File: src/rtl/screen_ctrl.sv
// Screen sequencer: opening picture, gameplay, win/lose picture with a minimum hold time,
// and the pixel mux that feeds the VGA adapter from either the picture drawer or the game.
module screen_ctrl #(
    parameter int unsigned HOLD_CYCLES = 50000000,
    parameter int unsigned PIC_TIMEOUT = 65535
) (
    input  logic       clk,
    input  logic       resetn,
    input  logic       start_key,
    input  logic       game_won,
    input  logic       game_lost,
    input  logic       pic_done,
    input  logic [9:0] pic_x,
    input  logic [9:0] pic_y,
    input  logic [1:0] pic_colour,
    input  logic       pic_plot,
    input  logic [9:0] game_x,
    input  logic [9:0] game_y,
    input  logic [2:0] game_colour,
    input  logic       game_plot,
    output logic       pic_go,
    output logic [2:0] selection,
    output logic       game_enable,
    output logic [7:0] vga_x,
    output logic [6:0] vga_y,
    output logic [2:0] vga_colour,
    output logic       vga_plot,
    output logic       timeout_err
);

    typedef enum logic [2:0] {
        OPEN_GO,
        OPEN_WAIT,
        OPEN_IDLE,
        PLAY,
        END_GO,
        END_WAIT,
        END_HOLD
    } state_t;

    localparam logic [31:0] HOLD_MAX = 32'(HOLD_CYCLES);
    localparam logic [16:0] WAIT_MAX = 17'(PIC_TIMEOUT);

    state_t      state_q, state_d;
    logic [2:0]  sel_q, sel_d;
    logic [16:0] wait_q, wait_d;
    logic [31:0] hold_q, hold_d;
    logic        err_q, err_d;
    logic        key_prev_q;
    logic        pic_go_q, pic_go_d;
    logic        game_en_q, game_en_d;

    logic        key_edge;
    logic [16:0] wait_inc;
    logic        pic_ready;

    logic [9:0]  src_x, src_y;
    logic [2:0]  src_colour;
    logic        src_plot;
    logic [7:0]  vga_x_q;
    logic [6:0]  vga_y_q;
    logic [2:0]  vga_colour_q;
    logic        vga_plot_q;

    assign key_edge  = start_key & ~key_prev_q;
    assign wait_inc  = wait_q + 17'd1;
    assign pic_ready = pic_done | (wait_inc == WAIT_MAX);

    always_comb begin
        state_d = state_q;
        sel_d   = sel_q;
        wait_d  = wait_q;
        hold_d  = hold_q;
        err_d   = err_q;
        unique case (state_q)
            OPEN_GO: begin
                state_d = OPEN_WAIT;
                wait_d  = '0;
                sel_d   = 3'b001;
            end
            OPEN_WAIT, END_WAIT: begin
                wait_d = wait_inc;
                if (pic_ready) begin
                    state_d = (state_q == OPEN_WAIT) ? OPEN_IDLE : END_HOLD;
                    hold_d  = '0;
                    if (!pic_done) err_d = 1'b1;
                end
            end
            OPEN_IDLE: begin
                if (key_edge) begin
                    state_d = PLAY;
                    sel_d   = '0;
                end
            end
            PLAY: begin
                if (game_lost) begin
                    state_d = END_GO;
                    sel_d   = 3'b100;
                end else if (game_won) begin
                    state_d = END_GO;
                    sel_d   = 3'b010;
                end
            end
            END_GO: begin
                state_d = END_WAIT;
                wait_d  = '0;
            end
            END_HOLD: begin
                if (hold_q != HOLD_MAX) hold_d = hold_q + 32'd1;
                // Edges before the hold expires are dropped, not latched for later.
                if (key_edge && hold_q == HOLD_MAX) begin
                    state_d = OPEN_GO;
                    sel_d   = 3'b001;
                end
            end
            default: state_d = OPEN_GO;
        endcase
    end

    // Pulse is registered off the GO state, so it appears in the first cycle after it.
    assign pic_go_d  = (state_q == OPEN_GO) || (state_q == END_GO);
    assign game_en_d = (state_d == PLAY);

    always_comb begin
        if (state_q == PLAY) begin
            src_x      = game_x;
            src_y      = game_y;
            src_colour = game_colour;
            src_plot   = game_plot;
        end else begin
            src_x    = pic_x;
            src_y    = pic_y;
            src_plot = pic_plot;
            unique case (pic_colour)
                2'b00:   src_colour = 3'b000;
                2'b01:   src_colour = 3'b111;
                2'b10:   src_colour = 3'b100;
                default: src_colour = 3'b010;
            endcase
        end
    end

    always_ff @(posedge clk) begin
        if (!resetn) begin
            state_q      <= OPEN_GO;
            sel_q        <= 3'b001;
            wait_q       <= '0;
            hold_q       <= '0;
            err_q        <= 1'b0;
            key_prev_q   <= 1'b1;
            pic_go_q     <= 1'b0;
            game_en_q    <= 1'b0;
            vga_x_q      <= '0;
            vga_y_q      <= '0;
            vga_colour_q <= '0;
            vga_plot_q   <= 1'b0;
        end else begin
            state_q      <= state_d;
            sel_q        <= sel_d;
            wait_q       <= wait_d;
            hold_q       <= hold_d;
            err_q        <= err_d;
            key_prev_q   <= start_key;
            pic_go_q     <= pic_go_d;
            game_en_q    <= game_en_d;
            vga_x_q      <= src_x[7:0];
            vga_y_q      <= src_y[6:0];
            vga_colour_q <= src_colour;
            vga_plot_q   <= src_plot && (src_x < 10'd160) && (src_y < 10'd120);
        end
    end

    assign pic_go      = pic_go_q;
    assign selection   = sel_q;
    assign game_enable = game_en_q;
    assign timeout_err = err_q;
    assign vga_x       = vga_x_q;
    assign vga_y       = vga_y_q;
    assign vga_colour  = vga_colour_q;
    assign vga_plot    = vga_plot_q;

endmodule

File: config.mk
export PLATFORM = sky130hd
export DESIGN_NAME = screen_ctrl
export DESIGN_NICKNAME = d
export VERILOG_FILES = /design/src/rtl/screen_ctrl.sv
export SDC_FILE = /design/constraint.sdc
export NUM_CORES = 1
export LEC_CHECK = 0
export ABC_CLOCK_PERIOD_IN_PS = 3000
export BUFFER_PORTS_ARGS = -buffer_cell sky130_fd_sc_hd__buf_2
export CORE_MARGIN = 2
export CORE_UTILIZATION = 55
export DETAILED_ROUTE_END_ITERATION = 7
export GPL_TIMING_DRIVEN = 0
export PLACE_DENSITY = 0.91
export SYNTH_ARGS = -nofsm -noshare
export SYNTH_HDL_FRONTEND = slang
export SYNTH_SLANG_ARGS = --single-unit
File: constraint.sdc
create_clock -name clk -period 3 [get_ports clk]
set_input_delay 0.45 -clock clk [delete_from_list [all_inputs] [get_ports clk]]
set_output_delay 0.45 -clock clk [all_outputs]
set_load 0.1 [all_outputs]
==> run summary <==
status: finished, final reports clean
Core ar.: 0.00687 mm2
Max Clock Freq: 357 MHz
Max Cap Viol: 0
TritonCTS Buffers: 9
Via-to-Cell Ratio: 5.99
first-pass GRT wire length: 16800 um
buffer count from post-CTS setup fixing: 0
clock slew at reported path FFs: 0.08 ns
Post-DRT Antenna Nets: 0
EDFF count, synth: 0
Post-synth ARST share: 0
setup_tns: 0 ns
Worst-Skew Late Latency: 0.36 ns
Mapped Nets: 546
Slowest-stage cell, CP: dfxtp_1
Die Ht: 88.7 um
dominant cells by area after synthesis: dfxtp_1 40%, nand2_1 7.0%, a21boi_0 4.8%
largest net degree at the start of global routing: 14
n_diodes: 0
gr ovfl total: 0
Final Hold Vio Count: 0
P_leak: 1.82 nW
area growth from synthesis to layout: 18.2%
Starting Density: 0.574
library cells used by synthesis: 47
synthesized area per cell: 8.10 um2
Longest Clk Path Bufs: 2
via count: 4044
Ports: 78
Worst setup SP type: register
die area: 0.00787 mm2
nature of the critical path endpoint: register
CTS tree: built
port bufs: 76
initial antenna violation count: 0
RSZ-0062 raised after global routing: no
critical path's top delay family: simple AND/OR/NAND/NOR gates
Global Route Usage Sum: 0.271
overall power: 2.32 mW
Nets: 633
post-synthesis register bit count: 78
hold buffers post-CTS: 0
Pins Over Slew Limit: 0
Mapped Area: 0.00395 mm2
HPWL after DPL: 7290 um
peak fanout along the critical path: 10
cell with the most instances after synthesis: dfxtp_1
crit path DAT: 3.03 ns
Ys Warns: 0
crit-path cells: ha_2, and4_4, nand4_2, xor2_1, nor4_4, a21o_1, buf_2, buf_2, nor2_1
Clock Skew: 0.0153 ns
VDD IR max: 0.412 mV
most used cell, CP: buf_2
share of the synthesized area in the top cell type: 0.396
WL final: 10200 um
Setup violations, final: 0
Pwr Density: 497 mW/mm2
cells after synthesis: 487
prevailing post-synth register cell: dfxtp_1
fin crit period: 2.80 ns
vias in the first global route: 3745
Root Driver: clkbuf_8
H-tree levels: 3
chip width: 88.7 um
DR WL/cell: 15.1 um
TritonCTS Sinks: 78
slew at the pin closest to its max-slew limit: 1.24 ns
std cell rows: 30
HP Class: in2reg
Initial DRT Pass Iterations: 5
crit path buf inv count: 2
DRT iter0 DRCs: 354
synth cell count leaders: 78 x dfxtp_1, 74 x nand2_1, 33 x nor2_1
Final period util: 0.934
gpl congestion: 0.911
Crit path largest cell delay: 0.48 ns
headroom to the max-slew limit: 0.169
WP data required: 3.23 ns
sequential fraction of the synthesis area: 0.396
DRC Markers: 0
Crit Path Class: reg2reg
Synth area leader: dfxtp_1
share of layout cells above drive strength 1: 0.192
==> worst register-to-register path, stage by stage (launching register included) <==
cell     delay, ns
dfxtp_1       0.48
ha_2          0.31
and4_4        0.26
nand4_2       0.15
xor2_1        0.22
nor4_4        0.38
a21o_1        0.26
buf_2         0.26
buf_2         0.27
nor2_1        0.08
==> final timing paths <==
kind                            depth (start not counted)           to   startpoint  slack (ns)
worst max-delay path                                    9    hold_q[4]    wait_q[1]        0.20
worst min-delay path                                    2   key_prev_q    start_key        0.30
worst max register to register                          9    hold_q[4]    wait_q[1]        0.20
worst min register to register                          1  timeout_err  timeout_err        0.47
==> power breakdown <==
part           total (mW)  internal, mW  switching [mW]
clock network       0.867         0.471           0.396
registers            1.07          1.06          0.0108
logic               0.380        0.0980           0.282
total                2.32          1.63           0.688
==> registers in the layout, indices dropped and copies added, names as in the netlist <==
register     flops
game_enable      1
hold_q          32
key_prev_q       1
pic_go           1
selection        3
state_q          3
timeout_err      1
vga_colour       3
vga_plot         1
vga_x            8
vga_y            7
wait_q          17
==> through the flow <==
stage	cell area, um2	utilization	hold slack [ns]	std cells	setup WS, ns
after detailed placement	4450	0.647	0.463	659	0.249
after global routing	4660	0.679	0.288	675	0.0335
after CTS	4660	0.679	0.288	675	0.202
after floorplan	3950	-	0.454	487	0.598
after global placement	4450	0.647	0.448	659	0.339
final	4660	0.679	0.295	675	0.197
==> per-layer routing <==
metal | wire (um) | global-route usage
met5 | 0 | 0
met2 | 4900 | 0.437
met3 | 805 | 0.0616
met1 | 4230 | 0.334
met4 | 286 | 0.150
==> layout by cell type (no fill, tap or decap), types with 3 or more instances in the layout <==
cell type,synthesis,final
or3_1,9,9
clkbuf_8,0,9
clkbuf_1,18,20
dfxtp_1,78,78
and2_1,3,3
nor3_1,18,18
a21boi_0,25,25
a21oi_1,20,20
nor3b_1,4,4
buf_2,8,84
nand3_1,22,22
mux2i_1,3,3
o21a_1,6,6
xnor2_1,10,10
a21o_1,9,9
o21ai_0,19,19
ha_1,6,5
o211ai_1,11,11
nor2_1,33,33
and4_1,3,3
inv_1,8,8
and3_1,6,6
nor4_1,6,6
nor2b_1,21,21
or4_1,11,11
nand4_1,18,18
nand2_1,74,74
xor2_1,7,7
==> cells by family after synthesis <==
kind of cell,after synthesis,synth area share
flops,78,0.396
compound gates,102,0.171
xor+xnor,17,0.0377
buf+inv,35,0.0368
fa+ha+maj,6,0.0190
simple gates,246,0.332
mux,3,0.00761
==> what timing repair did <==
action / 4_1_cts / 5_1_grt
gates resized for setup: 0 / 1
endpoints found under the setup margin: 0 / 3
endpoints found under the hold margin: 0 / 0
==> area by class of cell <==
class	instances	area [um2]
Multi-Input combinational cell	374	2240
Fill cell	507	2210
Clock buffer	11	131
Sequential cell	78	1560
Tap cell	96	120
Clock inverter	5	83.8
Timing Repair Buffer	76	380
Buffer	27	115
Inverter	8	30.0
(Power assumes the default switching activity.)
